===== src/rtl/alu_issue_unit.sv =====
// Fetch/decode/issue stage feeding the 4-stage pipelined ALU.
// Inserts one NOP bubble on a back-to-back register dependency and stops on HALT.
module alu_issue_unit #(
  parameter int IMEM_DEPTH = 64,
  parameter int PC_W       = 6
) (
  input  logic            clk1,
  input  logic            rst_n,
  input  logic            load_en,
  input  logic [PC_W-1:0] load_addr,
  input  logic [23:0]     load_data,
  input  logic            start,
  output logic [3:0]      rs1,
  output logic [3:0]      rs2,
  output logic [3:0]      rd,
  output logic [3:0]      func,
  output logic [7:0]      addr,
  output logic            busy,
  output logic            halted,
  output logic [PC_W-1:0] pc,
  output logic [15:0]     issue_cnt,
  output logic [15:0]     bubble_cnt
);

  typedef enum logic [1:0] {
    ST_IDLE   = 2'd0,
    ST_RUN    = 2'd1,
    ST_STALL  = 2'd2,
    ST_HALTED = 2'd3
  } state_t;

  localparam logic [3:0] FUNC_NOP  = 4'd3;
  localparam logic [3:0] FUNC_HALT = 4'hF;
  localparam logic [7:0] ADDR_NOP  = 8'hFF;

  function automatic logic [15:0] sat_inc(input logic [15:0] v);
    return (v == 16'hFFFF) ? v : (v + 16'd1);
  endfunction

  logic [23:0]     imem_r [IMEM_DEPTH];
  state_t          state_r, state_s;
  logic [PC_W-1:0] pc_r, pc_s;
  logic [15:0]     issue_cnt_r, issue_cnt_s, bubble_cnt_r, bubble_cnt_s;
  logic            sb_valid_r, sb_valid_s;
  logic [3:0]      sb_rd_r, sb_rd_s;
  logic [3:0]      rs1_r, rs1_s, rs2_r, rs2_s, rd_r, rd_s, func_r, func_s;
  logic [7:0]      addr_r, addr_s;
  logic            busy_r, busy_s, halted_r, halted_s;
  logic [23:0]     instr_s;
  logic            hazard_s, issue_en_s, load_ok_s;

  assign instr_s   = imem_r[pc_r];
  assign hazard_s  = sb_valid_r & ((instr_s[15:12] == sb_rd_r) | (instr_s[11:8] == sb_rd_r));
  assign load_ok_s = load_en & ((state_r == ST_IDLE) | (state_r == ST_HALTED));

  // Program memory write port; contents survive reset.
  always_ff @(posedge clk1) begin
    if (load_ok_s) begin
      imem_r[load_addr] <= load_data;
    end
  end

  // Next-state, scoreboard and issued-field selection.
  always_comb begin
    state_s      = state_r;
    pc_s         = pc_r;
    issue_cnt_s  = issue_cnt_r;
    bubble_cnt_s = bubble_cnt_r;
    sb_valid_s   = 1'b0;
    sb_rd_s      = sb_rd_r;
    issue_en_s   = 1'b0;
    func_s       = FUNC_NOP;
    rd_s         = 4'd0;
    rs1_s        = 4'd0;
    rs2_s        = 4'd0;
    addr_s       = ADDR_NOP;
    case (state_r)
      ST_IDLE, ST_HALTED: begin
        if (start) begin
          state_s      = ST_RUN;
          pc_s         = {PC_W{1'b0}};
          issue_cnt_s  = 16'd0;
          bubble_cnt_s = 16'd0;
          sb_rd_s      = 4'd0;
        end else begin
          state_s = state_r;
        end
      end
      ST_RUN: begin
        if (hazard_s) begin
          state_s      = ST_STALL;
          bubble_cnt_s = sat_inc(bubble_cnt_r);
        end else if (instr_s[23:20] == FUNC_HALT) begin
          state_s = ST_HALTED;
        end else begin
          issue_en_s = 1'b1;
        end
      end
      ST_STALL: begin
        // The bubble just cleared the scoreboard, so the held word is safe now.
        if (instr_s[23:20] == FUNC_HALT) begin
          state_s = ST_HALTED;
        end else begin
          state_s    = ST_RUN;
          issue_en_s = 1'b1;
        end
      end
      default: begin
        state_s = ST_IDLE;
      end
    endcase
    if (issue_en_s) begin
      func_s      = instr_s[23:20];
      rd_s        = instr_s[19:16];
      rs1_s       = instr_s[15:12];
      rs2_s       = instr_s[11:8];
      addr_s      = instr_s[7:0];
      pc_s        = pc_r + PC_W'(1);
      issue_cnt_s = sat_inc(issue_cnt_r);
      sb_valid_s  = 1'b1;
      sb_rd_s     = instr_s[19:16];
    end else begin
      sb_rd_s = sb_rd_s;
    end
    busy_s   = (state_s == ST_RUN) | (state_s == ST_STALL);
    halted_s = (state_s == ST_HALTED);
  end

  // State, counters, scoreboard and registered ALU-facing outputs.
  always_ff @(posedge clk1 or negedge rst_n) begin
    if (!rst_n) begin
      state_r      <= ST_IDLE;
      pc_r         <= {PC_W{1'b0}};
      issue_cnt_r  <= 16'd0;
      bubble_cnt_r <= 16'd0;
      sb_valid_r   <= 1'b0;
      sb_rd_r      <= 4'd0;
      func_r       <= FUNC_NOP;
      rd_r         <= 4'd0;
      rs1_r        <= 4'd0;
      rs2_r        <= 4'd0;
      addr_r       <= ADDR_NOP;
      busy_r       <= 1'b0;
      halted_r     <= 1'b0;
    end else begin
      state_r      <= state_s;
      pc_r         <= pc_s;
      issue_cnt_r  <= issue_cnt_s;
      bubble_cnt_r <= bubble_cnt_s;
      sb_valid_r   <= sb_valid_s;
      sb_rd_r      <= sb_rd_s;
      func_r       <= func_s;
      rd_r         <= rd_s;
      rs1_r        <= rs1_s;
      rs2_r        <= rs2_s;
      addr_r       <= addr_s;
      busy_r       <= busy_s;
      halted_r     <= halted_s;
    end
  end

  assign rs1        = rs1_r;
  assign rs2        = rs2_r;
  assign rd         = rd_r;
  assign func       = func_r;
  assign addr       = addr_r;
  assign busy       = busy_r;
  assign halted     = halted_r;
  assign pc         = pc_r;
  assign issue_cnt  = issue_cnt_r;
  assign bubble_cnt = bubble_cnt_r;

endmodule


===== config.mk =====
export PLATFORM = sky130hd
export DESIGN_NAME = alu_issue_unit
export DESIGN_NICKNAME = d
export VERILOG_FILES = /design/src/rtl/alu_issue_unit.sv
export SDC_FILE = /design/constraint.sdc
export NUM_CORES = 2
export LEC_CHECK = 0
export ABC_AREA = 0
export CAP_MARGIN = 40
export CORE_ASPECT_RATIO = 1.4
export CORE_MARGIN = 2
export CORE_UTILIZATION = 60
export DETAILED_ROUTE_END_ITERATION = 12
export PLACE_DENSITY = 0.77
export SKIP_CTS_REPAIR_TIMING = 1
export SYNTH_ARGS = -nofsm -noshare
export SYNTH_HDL_FRONTEND = slang
export SYNTH_SLANG_ARGS = --single-unit

===== constraint.sdc =====
create_clock -name clk1 -period 4.2 [get_ports clk1]
set_input_delay 0.42 -clock clk1 [delete_from_list [all_inputs] [get_ports clk1]]
set_output_delay 0.42 -clock clk1 [all_outputs]
set_load 0.005 [all_outputs]

==> reports/results.ini <==
[yosys]
synth_seq_cells=1607
syn_area_um2=63000
syn_nets=3229
yosysWarnings=0
ys_async_sr_fraction=0.0442
syn_inst=3189
ys_types=75
synth_seq_area_share=0.760
synth_flop_cell=edfxtp_1
synth_edf_count=1536
synth_area_per_cell_um2=19.8

[sta]
fin_skew_ns=0.0221
slew_violations=0
tightest_slew_ns=0.839
final.setup.worst_slack_ns=-0.0790
setup_viol=4
max_freq_mhz=234
period_share=1.02
relSlewSlack=0.441
tns_ns=-0.169
layout_min_cycle_time_ns=4.28
hold_violations=0

[power]
p_leak_nw=23.0
peakVddDrop_uv=485
power.density_nw_per_um2=596

[worst_setup_path]
crit_path_start_kind=flip-flop
critical_path_class=reg2reg
reg2reg_to=busy$_DFF_PN0_
critPathMaxStageDelay_ns=0.57
required_ns=4.85
end_kind=flip-flop
critPathLaunch=pc[0]$_DFFE_PN0P_
cp_top_family=compound AO/OA/AOI/OAI gates
crit_arrival_ns=4.92
worst-path-buf-inv=4
setup.reg_to_reg.worst_slack_ns=-0.08
critical_path.max_fanout=19
ff2ff_path_depth=15
path_cells=buf_12 -> buf_16 -> buf_16 -> mux4_2 -> mux2i_1 -> nand2_1 -> a31oi_1 -> a21oi_1 -> xor2_1 -> o32ai_4 -> buf_4 -> nand2_1 -> o211a_1 -> o31a_1 -> ha_1
r2r_start=pc[0]$_DFFE_PN0P_
slowest_stage=mux4_2

[clock_tree]
clk_pin_slew_ns=0.06
tritoncts=built
cts_made_buffers=141
insertion_delay_ns=0.78
ctsHtreeMaxLevel=4
cts.sink_count=1607
ctsRootBufferMaster=clkbuf_16
clockBufferDepth=3

[worst_hold_path]
min_from=load_data[12]
hold_path_end=imem_r[9][12]$_DFFE_PP_
whs_path_depth=1
min_path_type=in2reg

[detailed_routing]
wl_mm=167
drtPass1Iterations=6
drt_iter0_markers=5119
vias=34300
wl_per_cell_um=33.8
ant_nets=0
drc=0
via_per_inst=6.96

[status]
violations=setup timing
status=finished with violations

[place]
port_buffers=97
hpwl_mm=94.7
pre_cts_ws_ns=-0.118
gp_congestion=0.886
dp.cells=4659

[global_routing]
track_usage=0.310
grt_pass1_wl_mm=237
grt_pass1_vias=34700
antenna_found_initial=9
gr-total-overflow=0
grt_max_degree=92

[floorplan]
die_h_um=387
dieArea_um2=108000
std_cell_rows=140
core-area_um2=104000
start_util=0.606
io_pins=98
die_w_um=278

[cells_and_area]
area.growth.synth_to_final_pct=13.5
nets=3508
instances_no_fill=4932
drive_gt1_frac=0.246

[run]
max-cap-violations=0

sequential cells by signal, summed over array words and instances (netlist names), 2 cells and up:
signal and flops:
rs1 4, sb_rd_r 4, bubble_cnt 16, rd 4
func 4, pc 6, state_r 2, imem_r 1536
addr 8, rs2 4, issue_cnt 16
worst max path at each step:
| stage | depth (start not counted) | slack, ns | endpoint |
|---|---|---|---|
| after floorplan | 6 | 0.66 | imem_r[49][0]$_DFFE_PP_ |
| after global placement | 13 | 0.001 | bubble_cnt[9]$_DFFE_PN0P_ |
| after detailed placement | 12 | -0.12 | bubble_cnt[9]$_DFFE_PN0P_ |
| after CTS | 14 | -0.15 | bubble_cnt[5]$_DFFE_PN0P_ |
| after global routing | 15 | -0.19 | busy$_DFF_PN0_ |
| final | 15 | -0.08 | busy$_DFF_PN0_ |
cells in the final DEF, fill, tap and decap left out, types with 55 or more instances in the layout:
| master | instances |
|---|---|
| clkdlybuf4s50_1 | 72 |
| buf_4 | 177 |
| nand2_1 | 106 |
| mux4_2 | 258 |
| dfrtp_1 | 55 |
| a21oi_1 | 81 |
| o21ai_0 | 106 |
| mux2i_1 | 219 |
| edfxtp_1 | 1536 |
| nor2_2 | 63 |
| clkbuf_16 | 147 |
metal layers:
metal  global-route usage  share of wire
met5                    0        0.00020
met3               0.0648           0.11
met1                0.395           0.34
met2                0.501           0.49
met4                0.172          0.057
final cells by class:
type / count / area [um2]
antenna: 4 / 10.0
clock buffer: 180 / 3750
clock inverter: 74 / 779
fill: 6176 / 32500
inverter: 9 / 33.8
multi-input combinational: 1394 / 14300
sequential: 1607 / 47900
tap: 1349 / 1690
timing repair buffer: 315 / 3020
stage by stage:
step	power (mW)	cell area [um2]	hold slack (ns)	utilization
2_1_floorplan	25.7	63000	0.124	-
3_3_place_gp	29.0	66400	0.522	0.638
3_5_place_dp	29.3	66600	0.441	0.640
4_1_cts	42.1	71100	-0.375	0.684
5_1_grt	43.7	71500	0.0438	0.687
6_report	42.6	71500	0.0524	0.687
synth_stat cells, types with 13 or more instances:
cell      number  area [um2]
a211oi_1      18         135
a22o_1        25         219
a22oi_1       28         210
nand3_1       45         225
nor2b_1       23         144
o21ai_0      106         531
mux2i_1      220        2200
mux4_2       258        5810
a21oi_1       82         410
and2_1        25         156
dfrtp_1       61        1530
mux2_2        53         597
mux4_1        14         368
o22ai_1       47         294
edfxtp_1    1536       46100
o211ai_1      13        97.6
a221oi_1      20         175
o221ai_1      32         280
nor2_1       103         387
buf_1         16        60.1
nor3_1        18        90.1
buf_2         56         280
nand2_1      107         402
clkbuf_1      72         270
worst register-to-register path, cell delays in order, from the launching register on:
cell,delay [ns]
dfrtp_4,0.47
buf_12,0.16
buf_16,0.21
buf_16,0.26
mux4_2,0.59
mux2i_1,0.22
nand2_1,0.09
a31oi_1,0.42
a21oi_1,0.15
xor2_1,0.20
o32ai_4,0.41
buf_4,0.22
nand2_1,0.07
o211a_1,0.15
o31a_1,0.26
ha_1,0.27
power by group:
part / internal [mW] / total, mW / switching (mW) / leakage [nW]
clock network: 7.11 / 12.8 / 5.74 / 2.20
registers: 17.8 / 18.2 / 0.341 / 14.7
logic: 5.13 / 11.6 / 6.45 / 6.03
total: 30.1 / 42.6 / 12.5 / 23.0
cell families (layout without fill, tap and decap cells):
group,after synthesis,count (layout),synth area share
compound gates,454,455,0.0490
xor+xnor,2,2,0.000278
fa+ha+maj,6,6,0.00119
buf+inv,189,578,0.0170
flops,1607,1607,0.760
mux,546,546,0.143
other cells,0,4,0
simple gates,385,385,0.0295
Power figures use the tool's default switching activity.
